**src/rtl/game_of_life_pkg.sv**
```systemverilog
// Shared types and constants for the life-grid display path.
package game_of_life_pkg;

    localparam int GRID_DIM   = 8;
    localparam int GRID_CELLS = GRID_DIM * GRID_DIM;

    typedef enum logic [1:0] {
        IDLE,
        SHOW,
        BLANK
    } scan_state_t;

    typedef logic [$clog2(GRID_DIM)-1:0] row_idx_t;

    // One-hot row drive pattern, active-high.
    function automatic logic [GRID_DIM-1:0] row_onehot(input row_idx_t r);
        return GRID_DIM'(1) << r;
    endfunction

endpackage

```
**src/rtl/grid_scan_driver_if.sv**
```systemverilog
// Grid bus between DATAPATH (master) and the scan driver (slave).
interface grid_scan_driver_if;
    import game_of_life_pkg::*;

    logic [GRID_CELLS-1:0] grid;
    logic                  grid_valid;

    modport master (output grid, output grid_valid);
    modport slave  (input  grid, input  grid_valid);

endinterface

```
**src/rtl/grid_scan_driver_scan_timer.sv**
```systemverilog
// Loadable down-counter: holds at zero, done while running at zero.
module scan_timer #(
    parameter int W = 4
) (
    input  logic         clka,
    input  logic         stop_n,
    input  logic         load,
    input  logic [W-1:0] load_val,
    input  logic         run,
    output logic [W-1:0] count,
    output logic         done
);

    logic [W-1:0] cnt;

    // Load takes priority; otherwise count down while running, stop at zero.
    always_ff @(posedge clka or negedge stop_n) begin
        if (!stop_n) begin
            cnt <= '0;
        end else if (load) begin
            cnt <= load_val;
        end else if (run && (cnt != '0)) begin
            cnt <= cnt - 1'b1;
        end
    end

    assign count = cnt;
    assign done  = run && (cnt == '0);

endmodule

```
**src/rtl/grid_scan_driver.sv**
```systemverilog
// Row-multiplexed LED scan of the 8x8 life grid with tear-free frame swap.
module grid_scan_driver
    import game_of_life_pkg::*;
#(
    parameter int ON_CYC      = 1000,
    parameter int BLANK_CYC   = 16,
    parameter bit ROW_ACT_LOW = 1'b0,
    parameter bit COL_ACT_LOW = 1'b0
) (
    input  logic                  clka,
    input  logic                  stop_n,
    grid_scan_driver_if.slave     bus,
    input  logic                  en,
    output logic [GRID_DIM-1:0]   row_sel,
    output logic [GRID_DIM-1:0]   col_data,
    output logic                  frame_done,
    output logic                  overrun
);

    localparam int TMAX = (ON_CYC > BLANK_CYC) ? ON_CYC : BLANK_CYC;
    localparam int TW   = $clog2(TMAX + 1);
    localparam logic [TW-1:0] ON_LD = TW'(ON_CYC - 1);
    localparam logic [TW-1:0] BL_LD = TW'((BLANK_CYC > 0) ? (BLANK_CYC - 1) : 0);
    localparam row_idx_t LAST_ROW   = row_idx_t'(GRID_DIM - 1);
    localparam logic [GRID_DIM-1:0] ROW_OFF = {GRID_DIM{ROW_ACT_LOW}};
    localparam logic [GRID_DIM-1:0] COL_OFF = {GRID_DIM{COL_ACT_LOW}};

    scan_state_t           state, nxt_state;
    row_idx_t              row, nxt_row;
    logic [GRID_CELLS-1:0] stage, frame, nxt_frame;
    logic                  pending, loaded;

    logic          t_load, t_run, t_done;
    logic [TW-1:0] t_val, t_cnt, nxt_cnt;
    logic          take, nxt_fd;
    logic [GRID_DIM-1:0] disp_row, disp_col;

    assign t_run = (state != IDLE);

    scan_timer #(.W(TW)) u_timer (
        .clka     (clka),
        .stop_n   (stop_n),
        .load     (t_load),
        .load_val (t_val),
        .run      (t_run),
        .count    (t_cnt),
        .done     (t_done)
    );

    // Next-state decode. Outputs are registered from the next state, so
    // frame_done is predicted one cycle ahead from the timer's next count.
    always_comb begin
        nxt_state = state;
        nxt_row   = row;
        t_load    = 1'b0;
        t_val     = '0;
        take      = 1'b0;
        case (state)
            IDLE: begin
                if (en && (pending || bus.grid_valid || loaded)) begin
                    nxt_state = SHOW;
                    nxt_row   = '0;
                    t_load    = 1'b1;
                    t_val     = ON_LD;
                    take      = pending || bus.grid_valid;
                end
            end
            SHOW: begin
                if (t_done) begin
                    t_load = 1'b1;
                    if (BLANK_CYC > 0) begin
                        nxt_state = BLANK;
                        t_val     = BL_LD;
                    end else begin
                        nxt_row = row + 1'b1;
                        t_val   = ON_LD;
                        take    = (row == LAST_ROW) && (pending || bus.grid_valid);
                    end
                end
            end
            BLANK: begin
                if (t_done) begin
                    nxt_state = SHOW;
                    nxt_row   = row + 1'b1;
                    t_load    = 1'b1;
                    t_val     = ON_LD;
                    take      = (row == LAST_ROW) && (pending || bus.grid_valid);
                end
            end
            default: nxt_state = IDLE;
        endcase
        if (!en) begin
            nxt_state = IDLE;
            nxt_row   = '0;
            t_load    = 1'b1;
            t_val     = '0;
            take      = 1'b0;
        end

        nxt_frame = take ? (bus.grid_valid ? bus.grid : stage) : frame;
        nxt_cnt   = t_load ? t_val : ((t_run && (t_cnt != '0)) ? t_cnt - 1'b1 : t_cnt);
        nxt_fd    = (nxt_cnt == '0) && (nxt_row == LAST_ROW) &&
                    ((nxt_state == BLANK) || ((nxt_state == SHOW) && (BLANK_CYC == 0)));
        disp_row  = (nxt_state == SHOW) ? row_onehot(nxt_row) : '0;
        disp_col  = (nxt_state == SHOW) ? nxt_frame[{nxt_row, 3'b000} +: GRID_DIM] : '0;
    end

    // Scan FSM, frame buffer and polarity-adjusted output registers.
    always_ff @(posedge clka or negedge stop_n) begin
        if (!stop_n) begin
            state      <= IDLE;
            row        <= '0;
            frame      <= '0;
            loaded     <= 1'b0;
            row_sel    <= ROW_OFF;
            col_data   <= COL_OFF;
            frame_done <= 1'b0;
        end else begin
            state      <= nxt_state;
            row        <= nxt_row;
            frame      <= nxt_frame;
            if (take) begin
                loaded <= 1'b1;
            end
            row_sel    <= disp_row ^ ROW_OFF;
            col_data   <= disp_col ^ COL_OFF;
            frame_done <= nxt_fd;
        end
    end

    // Staging register: latest generation wins; overwriting an unconsumed one is sticky overrun.
    always_ff @(posedge clka or negedge stop_n) begin
        if (!stop_n) begin
            stage   <= '0;
            pending <= 1'b0;
            overrun <= 1'b0;
        end else begin
            if (bus.grid_valid) begin
                stage <= bus.grid;
            end
            if (take) begin
                pending <= 1'b0;
            end else if (bus.grid_valid) begin
                pending <= 1'b1;
            end
            if (bus.grid_valid && pending && !take) begin
                overrun <= 1'b1;
            end
        end
    end

endmodule

```
**src/flat_wrapper.sv**
```systemverilog
// flat-port wrapper written by rule: the top's interface ports become plain ports
module grid_scan_driver_flat import game_of_life_pkg::*;
#(
    parameter int ON_CYC      = 1000,
    parameter int BLANK_CYC   = 16,
    parameter bit ROW_ACT_LOW = 1'b0,
    parameter bit COL_ACT_LOW = 1'b0
)
  (clka, stop_n, en, row_sel, col_data, frame_done, overrun, bus_grid, bus_grid_valid);
  grid_scan_driver_if bus_i ();
  input  logic clka;
  input  logic stop_n;
  input  logic en;
  output logic [GRID_DIM-1:0] row_sel;
  output logic [GRID_DIM-1:0] col_data;
  output logic frame_done;
  output logic overrun;
  input wire logic [$bits(bus_i.grid)-1:0] bus_grid;
  input wire logic [$bits(bus_i.grid_valid)-1:0] bus_grid_valid;
  assign bus_i.grid = bus_grid;
  assign bus_i.grid_valid = bus_grid_valid;
  grid_scan_driver #(.ON_CYC(ON_CYC), .BLANK_CYC(BLANK_CYC), .ROW_ACT_LOW(ROW_ACT_LOW), .COL_ACT_LOW(COL_ACT_LOW)) u_core (.clka(clka), .stop_n(stop_n), .bus(bus_i), .en(en), .row_sel(row_sel), .col_data(col_data), .frame_done(frame_done), .overrun(overrun));
endmodule
```
**config.mk**
```make
export PLATFORM = sky130hd
export DESIGN_NAME = grid_scan_driver_flat
export DESIGN_NICKNAME = d
export VERILOG_FILES = /design/src/rtl/game_of_life_pkg.sv /design/src/rtl/grid_scan_driver_if.sv /design/src/rtl/grid_scan_driver_scan_timer.sv /design/src/rtl/grid_scan_driver.sv /design/src/flat_wrapper.sv
export SDC_FILE = /design/constraint.sdc
export NUM_CORES = 1
export LEC_CHECK = 0
export CORE_MARGIN = 1
export CORE_UTILIZATION = 50
export DETAILED_ROUTE_END_ITERATION = 6
export MAX_ROUTING_LAYER = met4
export PLACE_DENSITY_LB_ADDON = 0.2
export RECOVER_POWER = 100
export SLEW_MARGIN = 0
export SYNTH_ARGS = -nofsm -noshare
export SYNTH_HDL_FRONTEND = slang
export SYNTH_SLANG_ARGS = --single-unit
```
**constraint.sdc**
```tcl
create_clock -name clka -period 3.05 [get_ports clka]
set_clock_uncertainty 0.05 [all_clocks]
set_input_delay 0.915 -clock clka [delete_from_list [all_inputs] [get_ports clka]]
set_output_delay 0.915 -clock clka [all_outputs]
set_load 0.005 [all_outputs]
```
Word-level counts from Yosys, hierarchy flattened
Index checks and enable logic that the tools add are counted.
{"block": "totals", "inputBits": 68, "out_inout_bits": 18, "elab_cells": 69, "regBits": 163}
{"block": "op_classes", "eq_ne": 6, "shifts": 2, "reduce_logical": 18, "addsub": 2, "muxes": 30}
{"op": "2-to-1 mux 64 bit", "count": 2}
{"op": "indexed part select 64 x 7 -> 8 bit", "count": 1}
{"op": "2-to-1 mux 10 bit", "count": 5}
{"op": "case mux 10 bit (3 select lines)", "count": 1}
{"op": "zero test 10 bit", "count": 2}
{"op": "2-to-1 mux 8 bit", "count": 2}
{"op": "nonzero test 10 bit", "count": 1}
{"op": "subtractor 10 x 1 -> 10 bit, second input constant", "count": 1}
{"op": "2-to-1 mux 3 bit", "count": 3}
{"op": "logical AND 1 bit", "count": 8}
{"op": "2-to-1 mux 1 bit", "count": 8}
{"op": "2-to-1 mux 2 bit", "count": 4}
{"op": "<< shifter 1 x 3 -> 8 bit, first input constant", "count": 1}
{"op": "equality test 3 bit, second input constant", "count": 2}
{"op": "case mux 2 bit (3 select lines)", "count": 1}
{"op": "case mux 3 bit (2 select lines)", "count": 1}
{"op": "equality test 2 x 1 -> 1 bit, second input constant", "count": 2}
{"op": "equality test 2 bit, second input constant", "count": 2}
{"op": "2-to-1 mux 4 bit", "count": 1}
{"op": "case mux 1 bit (2 select lines)", "count": 2}
{"op": "nonzero test 2 bit", "count": 2}
{"op": "adder 3 x 1 -> 3 bit, second input constant", "count": 1}
{"op": "zero test 2 bit", "count": 1}
{"op": "logical OR 1 bit", "count": 2}
{"op": "other kinds (2)", "count": 2}

Depth between registers and ports, before layout
Gate-level depths: netlist (run 1).
{"block": "depth", "ltp_word": 10, "depth_mapped": 11, "ltp_nobuf": 10}

Hierarchy
A second synthesis (run 1) with hierarchy kept.
{"block": "hier_totals", "cells_unflattened": 674, "area_unflattened_um2": 7423.4}
{"module": "grid_scan_driver", "n_inst": 1, "area_each_um2": 6786.5, "seq_area_each_um2": 3828.7, "cells_per_inst": 601}
{"module": "scan_timer", "n_inst": 1, "area_each_um2": 636.9, "seq_area_each_um2": 250.2, "cells_per_inst": 73}

Least setup slack after synthesis (run 1)
No wires, ideal clock.
{"block": "synth_timing", "path_kind": "input port to flip-flop", "from": "in bus_grid_valid", "to": "reg u_core.frame_done", "required_time_ps": 2904, "n_path_buf": 1, "slack_ps": -332, "arrival_time_ps": 3237, "stages": 8, "setup_ps": 96, "cell_sequence": "clkbuf_1 o311ai_1 o21ai_1 mux2i_1 nand2b_4 or3b_1 or4b_1 nor4_2"}
{"block": "synth_between", "elab_chain_cells": 10, "word_cells_on_any_way": 21, "classes_between": "eq/ne: 2; mux: 13; reduce/logical: 6"}
{"item": "start, declared", "line_no": "flat_wrapper.sv:19", "source": "input wire logic [$bits(bus_i.grid_valid)-1:0] bus_grid_valid;"}
{"item": "logical OR 1 bit (*) (2 in a row)", "line_no": "grid_scan_driver.sv:60", "source": "if (en && (pending || bus.grid_valid || loaded)) begin"}
{"item": "logical AND 1 bit (*)", "line_no": "grid_scan_driver.sv:60"}
{"item": "2-to-1 mux 10 bit or 2-to-1 mux 1 bit (tied branches)", "line_no": "grid_scan_driver.sv:60"}
{"item": "case mux 10 bit (3 select lines) or case mux 1 bit (2 select lines) (tied branches)", "line_no": "grid_scan_driver.sv:58", "source": "case (state)"}
{"item": "2-to-1 mux 10 bit or 2-to-1 mux 1 bit (tied branches)", "line_no": "grid_scan_driver.sv:92", "source": "if (!en) begin"}
{"item": "2-to-1 mux 10 bit", "line_no": "grid_scan_driver.sv:101", "source": "nxt_cnt = t_load ? t_val : ((t_run && (t_cnt != '0)) ? t_cnt - 1'b1 : t_cnt);"}
{"item": "zero test 10 bit", "line_no": "grid_scan_driver.sv:102", "source": "nxt_fd = (nxt_cnt == '0) && (nxt_row == LAST_ROW) &&"}
{"item": "logical AND 1 bit", "line_no": "grid_scan_driver.sv:102"}
{"item": "logical AND 1 bit (*)", "line_no": "grid_scan_driver.sv:102"}
{"item": "net u_core.nxt_fd", "line_no": "grid_scan_driver.sv:35", "source": "logic take, nxt_fd;"}
{"item": "end signal, assigned", "line_no": "grid_scan_driver.sv:127", "source": "frame_done <= nxt_fd;"}
{"item": "end, declared", "line_no": "grid_scan_driver.sv:16", "source": "output logic frame_done,"}
The timed path passes the listed nets; every way through them passes the cells marked *.
A chain may end at the register's enable or synchronous reset.

Worst setup path in the final report (run 1)
{"block": "layout_timing", "from": "reg u_core.u_timer.cnt[6], in the netlist u_core.u_timer.count[6]", "to": "reg u_core.col_data[3]"}
{"block": "layout_between", "elab_chain_cells": 8, "word_cells_on_any_way": 16, "classes_between": "eq/ne: 1; shift: 1; mux: 12; reduce/logical: 2"}
{"item": "start, declared", "line_no": "grid_scan_driver_scan_timer.sv:14", "source": "logic [W-1:0] cnt;"}
{"item": "start signal, assigned", "line_no": "grid_scan_driver_scan_timer.sv:21", "source": "cnt <= load_val;"}
{"item": "start signal, assigned", "line_no": "grid_scan_driver_scan_timer.sv:23", "source": "cnt <= cnt - 1'b1;"}
{"item": "zero test 10 bit", "line_no": "grid_scan_driver_scan_timer.sv:28", "source": "assign done = run && (cnt == '0);"}
{"item": "logical AND 1 bit", "line_no": "grid_scan_driver_scan_timer.sv:28"}
{"item": "2-to-1 mux 1 bit", "line_no": "grid_scan_driver.sv:82", "source": "if (t_done) begin"}
{"item": "case mux 1 bit (2 select lines)", "line_no": "grid_scan_driver.sv:58"}
{"item": "2-to-1 mux 1 bit", "line_no": "grid_scan_driver.sv:92"}
{"item": "2-to-1 mux 64 bit", "line_no": "grid_scan_driver.sv:100", "source": "nxt_frame = take ? (bus.grid_valid ? bus.grid : stage) : frame;"}
{"item": "net u_core.nxt_frame[3]", "line_no": "grid_scan_driver.sv:30", "source": "logic [GRID_CELLS-1:0] stage, frame, nxt_frame;"}
{"item": "indexed part select 64 x 7 -> 8 bit", "line_no": "grid_scan_driver.sv:105", "source": "disp_col = (nxt_state == SHOW) ? nxt_frame[{nxt_row, 3'b000} +: GRID_DIM] : '0;"}
{"item": "2-to-1 mux 8 bit", "line_no": "grid_scan_driver.sv:105"}
{"item": "net u_core.disp_col[3]", "line_no": "grid_scan_driver.sv:36", "source": "logic [GRID_DIM-1:0] disp_row, disp_col;"}
{"item": "end signal, assigned", "line_no": "grid_scan_driver.sv:126", "source": "col_data <= disp_col ^ COL_OFF;"}
{"item": "end, declared", "line_no": "grid_scan_driver.sv:15", "source": "output logic [GRID_DIM-1:0] col_data,"}
The timed path passes the listed nets, and every way through them passes these cells.

==> results of run 1 <==
## cell usage in the layout, fill, tap and decap left out, drive strengths merged, types with 4 or more instances in the layout
master / count
a21oi: 6
buf: 53
clkbuf: 28
clkdlybuf4s50: 82
clkinv: 4
dfrtp: 163
ha: 7
inv: 12
mux2: 129
mux2i: 7
nand2: 12
nand2b: 5
nor2: 38
nor3: 8
nor4: 5
o211ai: 7
o21ai: 14
o21ba: 5
o22a: 5
o22ai: 9
o41ai: 11
xnor2: 4
## metal layers
metal  up-vias  GRT usage  wire length, µm
met5         -          -                0
met4         0     0.0680              199
met3        22     0.0466              762
met2       117      0.397             7830
met1      2402      0.320             7100
li1       2149          -                -
## repair_timing
item | CTS | global route
buffers inserted | 0 | 4
resized for setup | 0 | 9
setup endpoints to repair | 0 | 9
## cell families after synthesis
kind of cell | Yosys count
flops | 163
mux | 136
simple gates | 90
compound gates | 78
buf+inv | 38
fa+ha+maj | 7
xor+xnor | 5
## power by group through the flow
stage	clock network (µW)	logic [µW]	registers (µW)
finish	2160	1930	3000
global route	2280	2110	3050
CTS	2190	1890	3000
detailed placement	0	1870	3030
global placement	0	1810	2990
floorplan	0	1230	2950
## synthesized netlist by cell type (4+ instances only)
cell type and n:
inv_1 10, a21oi_1 6, o21ba_2 5, ha_1 7, o41ai_1 10, nand2_1 12, nor2_1 38, nor3_1 8
buf_2 4, dfrtp_1 163, o21ai_0 13, mux2i_1 7, o22a_1 5, xnor2_1 4, o211ai_1 7, mux2_1 11
o22ai_1 9, mux2_2 118, clkbuf_1 21
## state kept, by name, summed over array words and instances, names as in the netlist
| signal | flops |
|---|---|
| u_core.frame | 64 |
| u_core.overrun | 1 |
| u_core.state | 2 |
| u_core.frame_done | 1 |
| u_core.pending | 1 |
| u_core.u_timer.count | 10 |
| u_core.stage | 64 |
| u_core.loaded | 1 |
| u_core.row_sel | 8 |
| u_core.col_data | 8 |
| u_core.row | 3 |
## final cells by class
type	count	area, µm²	share of cell area
inverters	11	41.3	0.00457
flip-flops and latches	163	4080	0.452
repair buffers	141	1280	0.142
multi-input cells	316	2800	0.310
clock inverters	9	121	0.0134
well taps	176	220	0.0244
clock buffers	23	488	0.0540
## final timing paths
path / depth (start not counted) / to
max: 8 / u_core.col_data[3]
min: 1 / u_core.stage[50]
max reg2reg: 8 / u_core.col_data[3]
min reg2reg: 1 / u_core.stage[50]
max in group asynchronous: 2 / u_core.frame[10]
min in group asynchronous: 1 / u_core.stage[42]
## worst register-to-register path, stage by stage (launching register included)
cell,delay [ns]
dfrtp_1,0.40
or4_4,0.60
buf_4,0.17
o41ai_4,0.37
nand2_2,0.23
buf_12,0.25
mux2_1,0.36
o22ai_1,0.30
o41ai_1,0.10
## per-stage QoR
stage                     hold WS (ns)  setup slack, ns  power, µW  setup TNS (ns)  instance area (µm²)
final                            0.435            0.100       7090               0                 9030
after global routing             0.454          -0.0199       7450         -0.0275                 9030
after CTS                        0.414           0.0376       7080               0                 8990
after detailed placement         0.425           -0.347       4900           -2.86                 8380
after global placement           0.421           -0.310       4810           -2.50                 8380
after floorplan                  0.411          -0.0627       4170         -0.0627                 6990
==> summary.txt, run 1 <==
Detailed routing
  – Detail Route Antenna Nets: 0
  – Iter 0 DRT Violations: 269
  – First-pass DRT Iterations: 4
  – WL/cell: 18.9 µm
  – Final wirelength: 15,900 µm
  – Via count: 4,690
  – DR DRC count: 0
  – Vias/cell: 5.59

Timing
  – Max Fclk: 339 MHz
  – Final setup viols: 0
  – Final-report hold violation count: 0
  – Max-slew violation count: 0
  – Period utilization: 0.967
  – Slew headroom: 0.0548
  – Worst slew pin tran: 1.42 ns
  – Final min period: 2.95 ns

Cells and area
  – Post-route non-filler standard cell count: 839
  – Post-layout net count: 725
  – Core Util, Final: 0.674
  – # fillers: 979
  – P&R area growth vs syn: 29.8%
  – Ant diodes: 0
  – Share of layout cells above drive strength 1: 0.270

Clock network
  – Worst-skew pair later-pin latency: 0.42 ns
  – Clock sinks: 163
  – Root Buffer: clkbuf_16
  – CTS max path bufs: 2
  – Num CTS Buffers: 17
  – CTS tree: built
  – H-tree depth: 4
  – CTS clk-pin slew, worst paths: 0.06 ns
  – CTS Hold Bufs: 0

Critical path
  – R2R Path Start: u_core.u_timer.count[6]
  – Crit path cell chain: or4_4 > buf_4 > o41ai_4 > nand2_2 > buf_12 > mux2_1 > o22ai_1 > o41ai_1
  – WP data arrival: 3.19 ns
  – Req. time, crit path: 3.29 ns
  – Slowest CP cell: or4_4
  – CP bufs+invs: 2
  – Max Fanout on Critical Path: 37
  – Crit-path leading delay family: simple AND/OR/NAND/NOR gates
  – CP max stage delay: 0.60 ns
  – Crit Path Class: reg2reg
  – Critical path launch point: u_core.u_timer.count[6]
  – Startpoint Class: register
  – Reg2Reg Setup Slack: 0.10 ns
  – Worst Setup End Kind: register

Synth
  – Cells after Synth: 517
  – Sequential share of the synthesized area: 0.586
  – Synth area leaders: dfrtp_1 59%, mux2_2 19%, nor2_1 2.1%, mux2_1 1.8%, ha_1 1.3%
  – Compound-gate portion of the synthesized area: 0.0845
  – Mapped Area: 6960 µm²
  – Syn avg cell area: 13.5 µm²
  – Async set-reset flop share out of synthesis: 1.00
  – Mux contribution to synthesized area: 0.219
  – Syn Nets: 592
  – Simple-Gate Fraction of Synth Area: 0.0691
  – Adder-cell share of the synthesized area: 0.0126
  – Xor/xnor share of the synthesized area: 0.00629
  – Cell taking the most area after synthesis: dfrtp_1
  – FF+latch count, synth: 163
  – Share of the synthesized area in the top cell type: 0.586
  – Yosys cell types: 59
  – Main synth FF type: dfrtp_1
  – Synth warn: 0
  – Largest family of logic cells by synthesized area: multiplexers
  – Number of enable flip-flop cells after synthesis: 0

Run status
  – Status: complete, no violations

GRT
  – Antenna violations before repair: 0
  – First-pass GRT wire length: 26,100 µm
  – Vias in the first global route: 5,024
  – Global Route Usage Sum: 0.246
  – Gr ovfl total: 0
  – Pin count of the biggest net entering global routing: 59

Power and ir drop
  – Switching share of total power: 0.287
  – Worst VDD drop: 466 µV
  – Leak: 0.00386 µW
  – Flop pwr share: 0.423
  – PwrDens: 785 nW/µm²
  – Switching power: 2030 µW
  – Comb power frac: 0.273
  – Clock share of power: 0.304
  – Internal: 5060 µW

Min path
  – Hold WC Path Type: reg2reg
  – Worst hold start: u_core.stage[50]

Place
  – Cells after DPL: 803
  – RePlAce Congestion: 0.890
  – Post-DP HPWL: 11,300 µm
  – I/O Buffers: 85

Floorplan
  – Row count: 42
  – IO Pins: 86
  – Core Area: 13,400 µm²
  – Die extent in x: 120 µm
  – DIE AREA: 14,400 µm²
  – Initial core utilization: 0.519
  – DIE HEIGHT: 120 µm

Job
  – Max_cap viols: 0
Note: power is estimated with default switching activity, not from simulation.
==> run 2: changes to the inputs <==
SKIP_CTS_REPAIR_TIMING = 1   (was unset)
==> results of run 2 <==
Same layout as run 1: the final DEF is identical, and so are final timing and power.
